`src/rtl/ukf_pkg.sv`:
```
// Shared constants and load-sequencer state for the UKF covariance loader.
package ukf_pkg;
  localparam int DATA_W  = 32;
  localparam int LANES   = 4;
  localparam int MAX_N   = 12;
  localparam int HDR_LSB = 0;
  localparam int HDR_W   = 8;

  typedef enum logic [1:0] {ST_HDR, ST_DIAG, ST_LOWER, ST_KICK} ld_state_e;
endpackage

```
`src/rtl/ukf_lane_serializer.sv`:
```
// One-beat lane buffer: holds LANES elements and hands them out lane0 first.
module ukf_lane_serializer #(
  parameter int DATA_W = ukf_pkg::DATA_W,
  parameter int LANES  = ukf_pkg::LANES
) (
  input  logic                          clk_i,
  input  logic                          rst_ni,
  input  logic                          load_i,
  input  logic [LANES-1:0][DATA_W-1:0]  beat_i,
  input  logic                          pop_i,
  input  logic                          flush_i,
  output logic                          empty_o,
  output logic [DATA_W-1:0]             data_o
);
  localparam int CW = $clog2(LANES + 1);
  localparam int PW = (LANES > 1) ? $clog2(LANES) : 1;

  logic [LANES-1:0][DATA_W-1:0] buf_q;
  logic [CW-1:0]                cnt_q;
  logic [PW-1:0]                ptr_q;

  // Flush wins so trailing lanes of a final beat never reach the RAM.
  always_ff @(posedge clk_i or negedge rst_ni) begin
    if (!rst_ni) begin
      buf_q <= '0;
      cnt_q <= '0;
      ptr_q <= '0;
    end else if (flush_i) begin
      cnt_q <= '0;
      ptr_q <= '0;
    end else if (load_i) begin
      buf_q <= beat_i;
      cnt_q <= CW'(LANES);
      ptr_q <= '0;
    end else if (pop_i && cnt_q != '0) begin
      cnt_q <= cnt_q - CW'(1);
      ptr_q <= ptr_q + PW'(1);
    end
  end

  assign empty_o = (cnt_q == '0);
  assign data_o  = buf_q[ptr_q];
endmodule

```
`src/rtl/ukf_cov_load_ctrl.sv`:
```
// Covariance RAM load sequencer: header, diagonal, mirrored lower triangle, then start pulse.
module ukf_cov_load_ctrl #(
  parameter int DATA_W = ukf_pkg::DATA_W,
  parameter int LANES  = ukf_pkg::LANES,
  parameter int MAX_N  = ukf_pkg::MAX_N,
  parameter int ADDR_W = 8
) (
  input  logic                    fast_clock,
  input  logic                    reset_n,
  input  logic                    wr_enable,
  input  logic [LANES*DATA_W-1:0] write_data,
  output logic                    wr_ready,
  output logic                    ram_we,
  output logic [ADDR_W-1:0]       ram_addr,
  output logic [DATA_W-1:0]       ram_wdata,
  input  logic                    ukf_busy,
  output logic                    start_ukf,
  output logic [3:0]              n_dim,
  output logic                    load_done,
  output logic                    err_dim
);
  import ukf_pkg::*;

  ld_state_e         state_q;
  logic              active_q, err_q, done_q, start_q, phase_q;
  logic [3:0]        n_q, idx_q, j_q;
  logic [ADDR_W-1:0] base_q, cbase_q;

  logic              accept, writing, hdr_ok, diag_last, row_end, last_row;
  logic              sr_load, sr_pop, sr_flush, sr_empty;
  logic [DATA_W-1:0] sr_data;
  logic [HDR_W-1:0]  hdr_n;

  assign hdr_n     = write_data[HDR_LSB +: HDR_W];
  assign hdr_ok    = (hdr_n != '0) && (hdr_n <= HDR_W'(MAX_N));
  assign accept    = wr_enable && wr_ready;
  assign writing   = !sr_empty && (state_q == ST_DIAG || state_q == ST_LOWER);
  assign diag_last = (idx_q == n_q - 4'd1);
  assign row_end   = (j_q == idx_q - 4'd1);
  assign last_row  = (idx_q == n_q - 4'd1);

  // Ready only once the buffer has fully drained, which leaves one bubble per beat.
  assign wr_ready = (state_q == ST_HDR) ? active_q
                  : ((state_q == ST_DIAG || state_q == ST_LOWER) && sr_empty);

  assign sr_load  = accept && (state_q != ST_HDR);
  assign sr_pop   = writing && (state_q == ST_DIAG || phase_q);
  assign sr_flush = writing && ((state_q == ST_DIAG && diag_last) ||
                                (state_q == ST_LOWER && phase_q && row_end && last_row));

  ukf_lane_serializer #(.DATA_W(DATA_W), .LANES(LANES)) u_ser (
    .clk_i   (fast_clock),
    .rst_ni  (reset_n),
    .load_i  (sr_load),
    .beat_i  (write_data),
    .pop_i   (sr_pop),
    .flush_i (sr_flush),
    .empty_o (sr_empty),
    .data_o  (sr_data)
  );

  // Lower elements go out twice: (i,j) on phase 0, mirror (j,i) on phase 1.
  always_comb begin
    ram_we    = 1'b0;
    ram_addr  = '0;
    ram_wdata = '0;
    if (writing) begin
      ram_we    = 1'b1;
      ram_wdata = sr_data;
      if (state_q == ST_DIAG)  ram_addr = base_q;
      else if (!phase_q)       ram_addr = base_q + ADDR_W'(j_q);
      else                     ram_addr = cbase_q + ADDR_W'(idx_q);
    end
  end

  always_ff @(posedge fast_clock or negedge reset_n) begin
    if (!reset_n) begin
      state_q  <= ST_HDR;
      active_q <= 1'b0;
      err_q    <= 1'b0;
      done_q   <= 1'b0;
      start_q  <= 1'b0;
      phase_q  <= 1'b0;
      n_q      <= '0;
      idx_q    <= '0;
      j_q      <= '0;
      base_q   <= '0;
      cbase_q  <= '0;
    end else begin
      active_q <= 1'b1;
      start_q  <= 1'b0;
      case (state_q)
        ST_HDR: if (accept) begin
          if (hdr_ok) begin
            n_q     <= hdr_n[3:0];
            err_q   <= 1'b0;
            done_q  <= 1'b0;
            idx_q   <= '0;
            base_q  <= '0;
            state_q <= ST_DIAG;
          end else begin
            err_q   <= 1'b1;
          end
        end
        ST_DIAG: if (writing) begin
          if (diag_last) begin
            if (n_q == 4'd1) begin
              state_q <= ST_KICK;
            end else begin
              state_q <= ST_LOWER;
              idx_q   <= 4'd1;
              j_q     <= '0;
              base_q  <= ADDR_W'(MAX_N);
              cbase_q <= '0;
              phase_q <= 1'b0;
            end
          end else begin
            idx_q  <= idx_q + 4'd1;
            base_q <= base_q + ADDR_W'(MAX_N + 1);
          end
        end
        ST_LOWER: if (writing) begin
          phase_q <= ~phase_q;
          if (phase_q) begin
            if (row_end) begin
              if (last_row) begin
                state_q <= ST_KICK;
              end else begin
                idx_q   <= idx_q + 4'd1;
                base_q  <= base_q + ADDR_W'(MAX_N);
                j_q     <= '0;
                cbase_q <= '0;
              end
            end else begin
              j_q     <= j_q + 4'd1;
              cbase_q <= cbase_q + ADDR_W'(MAX_N);
            end
          end
        end
        ST_KICK: if (!ukf_busy) begin
          start_q <= 1'b1;
          done_q  <= 1'b1;
          state_q <= ST_HDR;
        end
        default: state_q <= ST_HDR;
      endcase
    end
  end

  assign start_ukf = start_q;
  assign n_dim     = n_q;
  assign load_done = done_q;
  assign err_dim   = err_q;
endmodule

```
`config.mk`:
```
export PLATFORM = sky130hd
export DESIGN_NAME = ukf_cov_load_ctrl
export DESIGN_NICKNAME = d
export VERILOG_FILES = /design/src/rtl/ukf_pkg.sv /design/src/rtl/ukf_lane_serializer.sv /design/src/rtl/ukf_cov_load_ctrl.sv
export SDC_FILE = /design/constraint.sdc
export NUM_CORES = 1
export LEC_CHECK = 0
export ABC_AREA = 0
export ABC_CLOCK_PERIOD_IN_PS = 3400
export BUFFER_PORTS_ARGS = -buffer_cell sky130_fd_sc_hd__buf_2
export CAP_MARGIN = 5
export CORE_UTILIZATION = 30
export DETAILED_ROUTE_END_ITERATION = 10
export PLACE_DENSITY = 0.59
export SKIP_LAST_GASP = 1
export SYNTH_ARGS = -nofsm -noshare
export SYNTH_HDL_FRONTEND = slang
export SYNTH_SLANG_ARGS = --single-unit
```
`constraint.sdc`:
```
create_clock -name fast_clock -period 3.4 [get_ports fast_clock]
set_clock_uncertainty 0.05 [all_clocks]
set_input_delay 0.34 -clock fast_clock [delete_from_list [all_inputs] [get_ports fast_clock]]
set_output_delay 0.34 -clock fast_clock [all_outputs]
set_load 0.005 [all_outputs]
```
==> out/metrics.csv <==
stage,metric,value,unit
synth,Yosys top cell area share,48.6,%
place,IO Port Bufs,180,
worst_setup_path,nature of the critical path startpoint,flop,
die,Starting Density,30.7,%
power,Pwr Density,949,nW/um^2
die,core footprint,27900,um^2
timing,hold_ws,0.0579,ns
synth,most common flop cell mapped by yosys,dfrtp_1,
layout,share of layout cells above drive strength 1,46.8,%
timing,final period utilization,91.2,%
clock_network,CTS H-tree lvls,4,
layout,FF/Latch Area,4160,um^2
detailed_routing,Pre-Repair DR Iteration Count,5,
synth,Synth area leader,dfrtp_1,
place,HPWL Detailed,15000,um
layout,final non-filler cell total,1254,
power,Leak,0.00482,uW
synth,number of flops mapped to enable cells by yosys,0,
worst_setup_path,Crit path required time,3.71,ns
synth,Synth Instances,682,
detailed_routing,1st-iter DRT viols,362,
layout,Area growth syn-to-layout,24.3,%
detailed_routing,final antenna-violating net count,0,
die,Die Ht,171,um
synth,synth unique cells,61,
layout,fillcell total,2747,
synth,Post-synth ARST share,100,%
clock_network,TritonCTS clock tree,yes,
detailed_routing,Vias/cell,4.89,
clock_network,"Hold-fix buffers, CTS",1,
clock_network,"Reg clk slew, reported paths",0.08,ns
synth,most common cell in the netlist,dfrtp_1,
power,VDD IR max,0.443,mV
clock_network,clk_lat worst skew,0.43,ns
synth,Avg Synthesized Cell Area,12.5,um^2
clock_network,Post-CTS Setup Repair Bufs,0,
power,Total Power,10100,uW
synth,"Seq/Total Area, Yosys",48.6,%
worst_setup_path,CP Capture Type,flop,
grt,largest net degree at the start of global routing,70,
clock_network,root buffer cell,clkbuf_16,
hold_path,type of the worst min-delay path,in -> reg,
detailed_routing,via count,6136,
die,Boundary Pins,181,
run,Max-Cap Viols,0,
timing,Rel. slew slack,53.1,%
timing,Final Hold Viols,0,
worst_setup_path,"Max FO, Critical Path",13,
synth,yosys warns,0,
timing,worst slew pin tran,0.703,ns
timing,FMAX,322,MHz
die,Die W,171,um
layout,fin area,10600,um^2
place,routability cong.,0.854,
timing,Pins Over Slew Limit,0,
synth,Commonest cells post-synth,"dfrtp_1, mux2_2, clkbuf_1",
synth,synth top area cells,"dfrtp_1, mux2_2, mux4_2",
synth,Syn Std Cell Area,8540,um^2
worst_setup_path,crit path kind,reg -> reg,
detailed_routing,routed len/inst,17.1,um
clock_network,Clock Path Buffers,2,
place,DP Area,9970,um^2
grt,vias in the first global route,6172,
die,die area,29100,um^2
grt,total gr overflow,0,
grt,global-route wire length before repair,34300,um
synth,post-synthesis register bit count,166,
die,row count,61,
run_status,status,"finished, final reports clean",
place,placed insts,1218,
detailed_routing,Routed WL,21500,um
synth,syn_nets,836,
clock_network,CTS sink count,166,
detailed_routing,Residual DRC,0,
timing,setup TNS,0,ns
timing,fin crit period,3.10,ns
worst_setup_path,Critical Path AT,3.41,ns
layout,Multi-input gate area,4140,um^2
clock_network,Num CTS Buffers,17,
timing,RSZ-0062 raised after global routing,false,
clock_network,post-cts repair resize count,0,
timing,setup violators final,0,
grt,total track usage,15.3,%
layout,Layout Nets,1014,
grt,initial antenna violation count,4,
==> through the flow <==
step / worst slack [ns] / util, %
floorplan: 0.678 / -
global placement: 0.389 / 35.8
detailed placement: 0.306 / 35.8
CTS: 0.290 / 38.1
global route: 0.123 / 38.1
finish: 0.299 / 38.1
==> worst max-delay path, cell delays in order, from the launching register on <==
cell and delay, ns:
dfrtp_1 0.52, inv_1 0.11, ha_1 0.22, xor3_1 0.38
nor3_2 0.19, a21oi_1 0.12, or4b_1 0.79, or4b_1 0.57
o21ai_1 0.08
==> layer usage <==
| metal | GRT usage (%) | wire length (um) | share of wire, % |
|---|---|---|---|
| met5 | 0 | 41 | 0.19 |
| met3 | 5.34 | 1550 | 7.2 |
| met4 | 3.80 | 263 | 1.2 |
| met1 | 20.3 | 9570 | 45 |
| met2 | 23.8 | 10100 | 47 |
==> flip-flops by register name, indices dropped and copies added, names as in the netlist <==
signal / count
active_q: 1
err_dim: 1
idx_q: 4
cbase_q: 6
u_ser.ptr_q: 2
u_ser.buf_q: 128
state_q: 2
u_ser.cnt_q: 3
j_q: 4
load_done: 1
phase_q: 1
start_ukf: 1
base_q: 8
n_dim: 4
==> report_power, final <==
part | switching [uW] | leakage, uW | internal, uW
logic | 2100 | 0.00249 | 2500
clock network | 1000 | 0.000297 | 1010
registers | 587 | 0.00204 | 2870
total | 3690 | 0.00482 | 6380
==> final cells by class <==
class / instances / area share, %
diodes: 3 / 0.0707
inverters: 23 / 0.813
clock buffers: 17 / 4.01
well taps: 378 / 4.46
clock inverters: 15 / 1.86
multi-input cells: 450 / 39.0
repair buffers: 202 / 10.6
flip-flops and latches: 166 / 39.2
==> layout by cell type (no fill, tap or decap), types with 3 or more instances in the layout <==
master	count
a21o_1	4
ha_1	21
clkinv_8	6
xor2_1	7
nand2b_1	3
nor2_1	26
o22ai_1	3
nand2_1	27
and3_1	34
buf_4	17
clkbuf_16	17
inv_8	3
a22oi_1	3
buf_2	179
a211oi_1	4
inv_1	22
a21oi_1	23
and2_1	3
mux2_2	135
nor2b_1	5
nor3_1	7
xnor2_1	14
mux4_2	32
o21ai_0	25
or2_2	4
buf_12	4
nand3_1	14
dfrtp_1	164
a31oi_1	4
diode_2	3
o21a_1	3
mux2i_1	4
o21ai_1	3
o31ai_1	5
==> path summary, 6_finish.rpt <==
kind | slack [ns] | depth (start not counted) | endpoint | startpoint
max in group asynchronous | 2.05 | 3 | u_ser.buf_q[67] | reset_n
setup / recovery | 0.30 | 8 | idx_q[3] | idx_q[0]
hold reg to reg | 0.45 | 1 | u_ser.buf_q[22] | u_ser.buf_q[22]
setup reg to reg | 0.30 | 8 | idx_q[3] | idx_q[0]
min in group asynchronous | 0.43 | 2 | base_q[4] | reset_n
hold / removal | 0.06 | 2 | start_ukf | ukf_busy
==> cells by family after synthesis <==
group           after synthesis  synth area share (%)
other cells                   1                0.0439
flops                       166                  48.6
buf+inv                      66                  2.93
simple gates                138                  8.56
xor+xnor                     23                  2.70
fa+ha+maj                    22                  3.31
compound gates               95                  7.11
mux                         171                  26.7
Power figures use the tool's default switching activity.
